### config.mk
export PLATFORM = sky130hd
export DESIGN_NAME = rv32_id_ex_operand_stage_flat
export DESIGN_NICKNAME = d
export VERILOG_FILES = /design/src/rtl/rv32_id_ex_operand_stage_if.sv /design/src/rtl/rv32_id_ex_operand_stage.sv /design/src/flat_wrapper.sv
export SDC_FILE = /design/constraint.sdc
export NUM_CORES = 1
export LEC_CHECK = 0
export ABC_AREA = 1
export ABC_CLOCK_PERIOD_IN_PS = 6390
export BUFFER_PORTS_ARGS = -buffer_cell sky130_fd_sc_hd__buf_2
export CAP_MARGIN = 10
export CORE_AREA = 2 2 144 146
export CTS_CLUSTER_DIAMETER = 50
export DETAILED_ROUTE_END_ITERATION = 10
export DIE_AREA = 0 0 146 148
export GPL_TIMING_DRIVEN = 0
export PLACE_DENSITY = 0.81
export SETUP_SLACK_MARGIN = 0.3
export SYNTH_ARGS = -nofsm -noshare
export SYNTH_HDL_FRONTEND = slang
export SYNTH_SLANG_ARGS = --single-unit
### constraint.sdc
create_clock -name clk -period 6.39 [get_ports clk]
set_input_delay 1.278 -clock clk [delete_from_list [all_inputs] [get_ports clk]]
set_output_delay 1.278 -clock clk [all_outputs]
set_load 0.1 [all_outputs]
### src/rtl/rv32_id_ex_operand_stage_if.sv
// ID/EX operand-stage bundle: decoded ID fields, hold/bubble controls, retiring-producer forwards, EX operands.
// slave is the stage's view; master is the driver/observer view (hazard unit, ID, EX).
interface rv32_id_ex_operand_stage_if #(
  parameter int XLEN    = 32,
  parameter int OPSEL_W = 5,
  parameter int REGA_W  = 5
);
  logic               id_valid;
  logic [XLEN-1:0]    id_pc;
  logic [XLEN-1:0]    id_rs1_data;
  logic [XLEN-1:0]    id_rs2_data;
  logic [XLEN-1:0]    id_imm;
  logic [REGA_W-1:0]  id_rs1_addr;
  logic [REGA_W-1:0]  id_rs2_addr;
  logic [REGA_W-1:0]  id_rd_addr;
  logic               id_rd_we;
  logic [OPSEL_W-1:0] id_alu_opsel;
  logic               id_opa_pc;
  logic               id_opb_imm;
  logic               stall;
  logic               flush;
  logic               exmem_rd_we;
  logic [REGA_W-1:0]  exmem_rd_addr;
  logic [XLEN-1:0]    exmem_result;
  logic               memwb_rd_we;
  logic [REGA_W-1:0]  memwb_rd_addr;
  logic [XLEN-1:0]    memwb_result;
  logic               ex_valid;
  logic [XLEN-1:0]    ex_pc;
  logic [XLEN-1:0]    ex_opA;
  logic [XLEN-1:0]    ex_opB;
  logic [XLEN-1:0]    ex_store_data;
  logic [OPSEL_W-1:0] ex_alu_opsel;
  logic [REGA_W-1:0]  ex_rd_addr;
  logic               ex_rd_we;

  modport slave (
    input  id_valid, id_pc, id_rs1_data, id_rs2_data, id_imm,
           id_rs1_addr, id_rs2_addr, id_rd_addr, id_rd_we,
           id_alu_opsel, id_opa_pc, id_opb_imm, stall, flush,
           exmem_rd_we, exmem_rd_addr, exmem_result,
           memwb_rd_we, memwb_rd_addr, memwb_result,
    output ex_valid, ex_pc, ex_opA, ex_opB, ex_store_data,
           ex_alu_opsel, ex_rd_addr, ex_rd_we
  );

  modport master (
    output id_valid, id_pc, id_rs1_data, id_rs2_data, id_imm,
           id_rs1_addr, id_rs2_addr, id_rd_addr, id_rd_we,
           id_alu_opsel, id_opa_pc, id_opb_imm, stall, flush,
           exmem_rd_we, exmem_rd_addr, exmem_result,
           memwb_rd_we, memwb_rd_addr, memwb_result,
    input  ex_valid, ex_pc, ex_opA, ex_opB, ex_store_data,
           ex_alu_opsel, ex_rd_addr, ex_rd_we
  );
endinterface

### src/rtl/rv32_id_ex_operand_stage.sv
// ID/EX register with EX-side operand forwarding: 1-cycle ID->EX, operand mux combinational on live forwards.
// Priority flush > stall > load; stall holds every field, flush inserts a bubble.
module rv32_id_ex_operand_stage #(
  parameter int XLEN    = 32,
  parameter int OPSEL_W = 5,
  parameter int REGA_W  = 5
) (
  input logic                         clk,
  input logic                         rst,
  rv32_id_ex_operand_stage_if.slave   bus
);

  typedef struct packed {
    logic               valid;
    logic [XLEN-1:0]    pc;
    logic [XLEN-1:0]    rs1_data;
    logic [XLEN-1:0]    rs2_data;
    logic [XLEN-1:0]    imm;
    logic [REGA_W-1:0]  rs1_addr;
    logic [REGA_W-1:0]  rs2_addr;
    logic [REGA_W-1:0]  rd_addr;
    logic               rd_we;
    logic [OPSEL_W-1:0] alu_opsel;
    logic               opa_pc;
    logic               opb_imm;
  } idex_t;

  idex_t idex_q, idex_d;
  logic [XLEN-1:0] fwd_rs1, fwd_rs2;

  always_comb begin
    idex_d = idex_q;
    if (bus.flush) begin
      idex_d = '0;
    end else if (!bus.stall) begin
      idex_d.valid     = bus.id_valid;
      idex_d.pc        = bus.id_pc;
      idex_d.rs1_data  = bus.id_rs1_data;
      idex_d.rs2_data  = bus.id_rs2_data;
      idex_d.imm       = bus.id_imm;
      idex_d.rs1_addr  = bus.id_rs1_addr;
      idex_d.rs2_addr  = bus.id_rs2_addr;
      idex_d.rd_addr   = bus.id_rd_addr;
      idex_d.rd_we     = bus.id_rd_we & bus.id_valid;
      idex_d.alu_opsel = bus.id_alu_opsel;
      idex_d.opa_pc    = bus.id_opa_pc;
      idex_d.opb_imm   = bus.id_opb_imm;
    end
  end

  always_ff @(posedge clk or posedge rst) begin
    if (rst) begin
      idex_q <= '0;
    end else begin
      idex_q <= idex_d;
    end
  end

  // Forwarding uses the live producer ports, so a stalled instruction still picks up newer results.
  always_comb begin
    fwd_rs1 = idex_q.rs1_data;
    if (bus.exmem_rd_we && (bus.exmem_rd_addr == idex_q.rs1_addr) && (idex_q.rs1_addr != '0)) begin
      fwd_rs1 = bus.exmem_result;
    end else if (bus.memwb_rd_we && (bus.memwb_rd_addr == idex_q.rs1_addr) && (idex_q.rs1_addr != '0)) begin
      fwd_rs1 = bus.memwb_result;
    end
  end

  always_comb begin
    fwd_rs2 = idex_q.rs2_data;
    if (bus.exmem_rd_we && (bus.exmem_rd_addr == idex_q.rs2_addr) && (idex_q.rs2_addr != '0)) begin
      fwd_rs2 = bus.exmem_result;
    end else if (bus.memwb_rd_we && (bus.memwb_rd_addr == idex_q.rs2_addr) && (idex_q.rs2_addr != '0)) begin
      fwd_rs2 = bus.memwb_result;
    end
  end

  assign bus.ex_valid      = idex_q.valid;
  assign bus.ex_pc         = idex_q.pc;
  assign bus.ex_opA        = idex_q.opa_pc  ? idex_q.pc  : fwd_rs1;
  assign bus.ex_opB        = idex_q.opb_imm ? idex_q.imm : fwd_rs2;
  assign bus.ex_store_data = fwd_rs2;
  assign bus.ex_alu_opsel  = idex_q.alu_opsel;
  assign bus.ex_rd_addr    = idex_q.rd_addr;
  assign bus.ex_rd_we      = idex_q.rd_we & idex_q.valid;

endmodule

### src/flat_wrapper.sv
// flat-port wrapper written by rule: the top's interface ports become plain ports
module rv32_id_ex_operand_stage_flat 
#(
  parameter int XLEN    = 32,
  parameter int OPSEL_W = 5,
  parameter int REGA_W  = 5
)
  (clk, rst, bus_id_valid, bus_id_pc, bus_id_rs1_data, bus_id_rs2_data, bus_id_imm, bus_id_rs1_addr, bus_id_rs2_addr, bus_id_rd_addr, bus_id_rd_we, bus_id_alu_opsel, bus_id_opa_pc, bus_id_opb_imm, bus_stall, bus_flush, bus_exmem_rd_we, bus_exmem_rd_addr, bus_exmem_result, bus_memwb_rd_we, bus_memwb_rd_addr, bus_memwb_result, bus_ex_valid, bus_ex_pc, bus_ex_opA, bus_ex_opB, bus_ex_store_data, bus_ex_alu_opsel, bus_ex_rd_addr, bus_ex_rd_we);
  rv32_id_ex_operand_stage_if #(.XLEN(XLEN), .OPSEL_W(OPSEL_W), .REGA_W(REGA_W)) bus_i ();
  input logic clk;
  input logic rst;
  input wire logic [$bits(bus_i.id_valid)-1:0] bus_id_valid;
  input wire logic [$bits(bus_i.id_pc)-1:0] bus_id_pc;
  input wire logic [$bits(bus_i.id_rs1_data)-1:0] bus_id_rs1_data;
  input wire logic [$bits(bus_i.id_rs2_data)-1:0] bus_id_rs2_data;
  input wire logic [$bits(bus_i.id_imm)-1:0] bus_id_imm;
  input wire logic [$bits(bus_i.id_rs1_addr)-1:0] bus_id_rs1_addr;
  input wire logic [$bits(bus_i.id_rs2_addr)-1:0] bus_id_rs2_addr;
  input wire logic [$bits(bus_i.id_rd_addr)-1:0] bus_id_rd_addr;
  input wire logic [$bits(bus_i.id_rd_we)-1:0] bus_id_rd_we;
  input wire logic [$bits(bus_i.id_alu_opsel)-1:0] bus_id_alu_opsel;
  input wire logic [$bits(bus_i.id_opa_pc)-1:0] bus_id_opa_pc;
  input wire logic [$bits(bus_i.id_opb_imm)-1:0] bus_id_opb_imm;
  input wire logic [$bits(bus_i.stall)-1:0] bus_stall;
  input wire logic [$bits(bus_i.flush)-1:0] bus_flush;
  input wire logic [$bits(bus_i.exmem_rd_we)-1:0] bus_exmem_rd_we;
  input wire logic [$bits(bus_i.exmem_rd_addr)-1:0] bus_exmem_rd_addr;
  input wire logic [$bits(bus_i.exmem_result)-1:0] bus_exmem_result;
  input wire logic [$bits(bus_i.memwb_rd_we)-1:0] bus_memwb_rd_we;
  input wire logic [$bits(bus_i.memwb_rd_addr)-1:0] bus_memwb_rd_addr;
  input wire logic [$bits(bus_i.memwb_result)-1:0] bus_memwb_result;
  output wire logic [$bits(bus_i.ex_valid)-1:0] bus_ex_valid;
  output wire logic [$bits(bus_i.ex_pc)-1:0] bus_ex_pc;
  output wire logic [$bits(bus_i.ex_opA)-1:0] bus_ex_opA;
  output wire logic [$bits(bus_i.ex_opB)-1:0] bus_ex_opB;
  output wire logic [$bits(bus_i.ex_store_data)-1:0] bus_ex_store_data;
  output wire logic [$bits(bus_i.ex_alu_opsel)-1:0] bus_ex_alu_opsel;
  output wire logic [$bits(bus_i.ex_rd_addr)-1:0] bus_ex_rd_addr;
  output wire logic [$bits(bus_i.ex_rd_we)-1:0] bus_ex_rd_we;
  assign bus_i.id_valid = bus_id_valid;
  assign bus_i.id_pc = bus_id_pc;
  assign bus_i.id_rs1_data = bus_id_rs1_data;
  assign bus_i.id_rs2_data = bus_id_rs2_data;
  assign bus_i.id_imm = bus_id_imm;
  assign bus_i.id_rs1_addr = bus_id_rs1_addr;
  assign bus_i.id_rs2_addr = bus_id_rs2_addr;
  assign bus_i.id_rd_addr = bus_id_rd_addr;
  assign bus_i.id_rd_we = bus_id_rd_we;
  assign bus_i.id_alu_opsel = bus_id_alu_opsel;
  assign bus_i.id_opa_pc = bus_id_opa_pc;
  assign bus_i.id_opb_imm = bus_id_opb_imm;
  assign bus_i.stall = bus_stall;
  assign bus_i.flush = bus_flush;
  assign bus_i.exmem_rd_we = bus_exmem_rd_we;
  assign bus_i.exmem_rd_addr = bus_exmem_rd_addr;
  assign bus_i.exmem_result = bus_exmem_result;
  assign bus_i.memwb_rd_we = bus_memwb_rd_we;
  assign bus_i.memwb_rd_addr = bus_memwb_rd_addr;
  assign bus_i.memwb_result = bus_memwb_result;
  assign bus_ex_valid = bus_i.ex_valid;
  assign bus_ex_pc = bus_i.ex_pc;
  assign bus_ex_opA = bus_i.ex_opA;
  assign bus_ex_opB = bus_i.ex_opB;
  assign bus_ex_store_data = bus_i.ex_store_data;
  assign bus_ex_alu_opsel = bus_i.ex_alu_opsel;
  assign bus_ex_rd_addr = bus_i.ex_rd_addr;
  assign bus_ex_rd_we = bus_i.ex_rd_we;
  rv32_id_ex_operand_stage #(.XLEN(XLEN), .OPSEL_W(OPSEL_W), .REGA_W(REGA_W)) u_core (.clk(clk), .rst(rst), .bus(bus_i));
endmodule
==> impl_metrics.tcl <==
set metrics [dict create \
    status "completed" \
    syn_area_per_cell_um2 6.63 \
    vias_per_cell 5.34 \
    design.die.area_mm2 0.0216 \
    wl_per_cell_um 18.1 \
    grt_setup_unrepaired "no" \
    finalNonFillerCells 2085 \
    period_needed_ns 4.87 \
    final_net_count 2033 \
    routed_wl_um 37700 \
    final_design_area_no_fill_mm2 0.0122 \
    final.hold.worst_slack_ns 0.508 \
    yosys.area.top_type "sky130_fd_sc_hd__dfrtp_1" \
    synth_area_mm2 0.00935 \
    ys_seq_elements 152 \
    via_count 11100 \
    globalRoute.totalOverflow 0 \
    number_of_hold_repair_buffers_added_at_the_cts_stage 0 \
    critPathBufInv 4 \
    worst_setup_path_start_kind "input pin" \
    yosys-top-cells-area "sky130_fd_sc_hd__dfrtp_1 (41%), sky130_fd_sc_hd__nand2_1 (24%), sky130_fd_sc_hd__nand3_1 (20%)" \
    core_area_mm2 0.0200 \
    cpPeakStageDelay_ns 0.59 \
    total_setup_violations_reported_at_the_end_of_the_flow 0 \
    timing.final.crit_share 0.762 \
    yosysTopAreaCellShare 0.407 \
    pwr-share-seq 0.337 \
    hp-class "register to register" \
    layout.cells.most_common_list "sky130_fd_sc_hd__nand2_1 (592), sky130_fd_sc_hd__buf_2 (410), sky130_fd_sc_hd__nand3_1 (372)" \
    timing.critical_path.fanout_max 10 \
    cts_root_buffer "sky130_fd_sc_hd__clkbuf_16" \
    synth-seq-area-share 0.407 \
    worst_supply_voltage_drop_on_vdd_v 0.000192 \
    drt_iter0_drc 1051 \
    netSwitchingFraction 0.411 \
    power.leakage_nw 7.38 \
    drt_first_pass_iters 5 \
    cpMaxStageDelayCell "sky130_fd_sc_hd__nor2_1" \
    antenna_found_initial 6 \
    transition_time_at_the_pin_with_the_least_slew_margin_ns 0.786 \
    p_int_w 0.00184 \
    layout.filler_cells 1967 \
    sum_neg_setup_slack_ns 0 \
    layout_area_overhead_pct 30.2 \
    place.gp.congestion 0.914 \
    layout_cell_share_with_drive_strength_beyond_1 0.292 \
    drt_drc_violations_left 0 \
    dpl.cell_count 2052 \
    synthesis.instances 1411 \
    sw_power_w 0.00128 \
    finClkSkew_ns 0 \
    cp-end-kind "primary output" \
    worst_path_dominant_cell_family "simple AND/OR/NAND/NOR gates" \
    post_cts.repair.setup_buffers 0 \
    via_count_of_the_first_global_routing_pass 10500 \
    pwr-share-comb 0.326 \
    clock_sink_count 152 \
    place_hpwl_um 28600 \
    achievable-frequency_mhz 205 \
    timing.final.hold_violations 0 \
    count_of_pins_on_the_block_boundary 372 \
    worst-endpoint-required_ns 5.11 \
    setup.worst_path.class "input pin to primary output" \
    post_cts_resized 0 \
    start_util 0.467 \
    largest_net_degree_at_the_start_of_global_routing 93 \
    dieHeight_um 148 \
    most_common_cell_after_layout_fill_and_taps_aside "sky130_fd_sc_hd__nand2_1" \
    yosys_warnings 0 \
    cts.path.max_buffers 2 \
    antenna_violating_nets_left 0 \
    drv_slew 0 \
    clock_insertion_delay_worst_skew_ns 0.44 \
    port-buffer-count 370 \
    timing.critical_path.mode_cell "sky130_fd_sc_hd__nand2_1" \
    first_pass_grt_wire_length_um 56500 \
    cp.arrival_ns 3.59 \
    cts_inserted_buffers 17 \
    yosysUniqueCellTypes 22 \
    clock_power_share 0.337 \
    report.power.total_w 0.00313 \
    global_route.usage.total 0.340 \
    synth_nets 1643 \
    dpl-instance-area_mm2 0.0116 \
    relSlewSlack 0.476 \
    cts_max_level 4 \
    power.density_cell_area_mw_per_mm2 257 \
    maxCapViolations 0 \
    floorplan.rows 52 \
    cell_chain_critical_path "buf_2, inv_1, nand2_1, nand4_1, nor2_1, nand2_1, buf_2, nand3_1, nand2_1, nand2_1, buf_2" \
    cts_tree "yes" \
    clk_transition_reported_paths_ns 0.06 \
    floorplan.die.width_um 146 \
]
[registers in the layout, summed over array words and instances, names as in the netlist]
signal / cells
u_core.bus.ex_alu_opsel: 5
u_core.bus.ex_rd_addr: 5
u_core.idex_q: 109
u_core.bus.ex_valid: 1
u_core.bus.ex_pc: 32
[power groups by stage]
stage	clock network, W	registers (W)	logic [W]
finish	0.00106	0.00105	0.00102
global placement	0	0.00107	0.00101
detailed placement	0	0.00107	0.00101
floorplan	0	0.00106	0.000759
global route	0.00110	0.00106	0.00107
CTS	0.00106	0.00105	0.00102
[metal layers]
layer  up-vias  share of wire  GRT usage  wire length, µm
li1       5222              -          -                -
met3       104          0.084     0.0630             3170
met1      5164           0.40      0.427            15000
met5         -         0.0010          0               38
met4         6          0.033      0.147             1240
met2       636           0.48      0.579            18300
[area by class of cell]
class / instances / area [µm²] / area share
Timing Repair Buffer: 371 / 1880 / 0.154
Buffer: 140 / 733 / 0.0602
Sequential cell: 152 / 3800 / 0.312
Tap cell: 270 / 338 / 0.0277
Multi-Input combinational cell: 1029 / 4480 / 0.368
Inverter: 90 / 343 / 0.0282
Clock buffer: 21 / 450 / 0.0370
Clock inverter: 10 / 144 / 0.0118
Antenna cell: 2 / 5.00 / 0.000411
[cells in the mapped netlist]
library cell,number
sky130_fd_sc_hd__nand4_1,2
sky130_fd_sc_hd__o211ai_1,2
sky130_fd_sc_hd__o21a_1,1
sky130_fd_sc_hd__clkinv_1,1
sky130_fd_sc_hd__xnor2_1,1
sky130_fd_sc_hd__buf_1,18
sky130_fd_sc_hd__nand2_1,592
sky130_fd_sc_hd__o21ai_0,12
sky130_fd_sc_hd__and2_1,32
sky130_fd_sc_hd__nand2_2,1
sky130_fd_sc_hd__o21ai_1,1
sky130_fd_sc_hd__nor2_2,6
sky130_fd_sc_hd__nor2_1,4
sky130_fd_sc_hd__nor3_4,1
sky130_fd_sc_hd__dfrtp_1,152
sky130_fd_sc_hd__a21oi_1,2
sky130_fd_sc_hd__inv_1,50
sky130_fd_sc_hd__clkbuf_1,40
sky130_fd_sc_hd__inv_2,39
sky130_fd_sc_hd__nand3_1,372
sky130_fd_sc_hd__buf_2,40
sky130_fd_sc_hd__buf_4,42
[worst register-to-register path, delay by kind of cell (launching register included)]
family,cells,cell delay [ns]
buffers and inverters,3,0.96
DFF,1,0.35
AOI/OAI and AO/OA,1,0.17
[through the flow]
| step | setup WS [ns] | util |
|---|---|---|
| after floorplan | 1.02 | - |
| after global placement | -0.779 | 0.576 |
| after detailed placement | 1.61 | 0.578 |
| after CTS | 1.56 | 0.607 |
| after global routing | 1.44 | 0.608 |
| final | 1.52 | 0.608 |
[kinds of logic after synthesis]
group / count (synthesis) / share of synthesized area
and+or+nand+nor: 1010 / 0.467
buffers and inverters: 230 / 0.115
xor gates and xnor gates: 1 / 0.000937
DFF: 152 / 0.407
AOI/OAI and AO/OA: 18 / 0.0104
[path summary, 6_finish.rpt]
path | from | endpoint | slack (ns) | depth (start not counted)
worst max-delay path | bus_exmem_rd_addr[0] | bus_ex_opA[27] | 1.52 | 11
worst min-delay path | u_core.idex_q[88] | u_core.idex_q[88] | 0.51 | 2
worst max register to register | u_core.idex_q[1] | u_core.idex_q[1] | 4.78 | 4
worst min register to register | u_core.idex_q[88] | u_core.idex_q[88] | 0.51 | 2
max in group asynchronous | rst | u_core.idex_q[72] | 4.59 | 3
min in group asynchronous | rst | u_core.idex_q[21] | 0.91 | 2
Note: power is estimated with default switching activity, not from simulation.
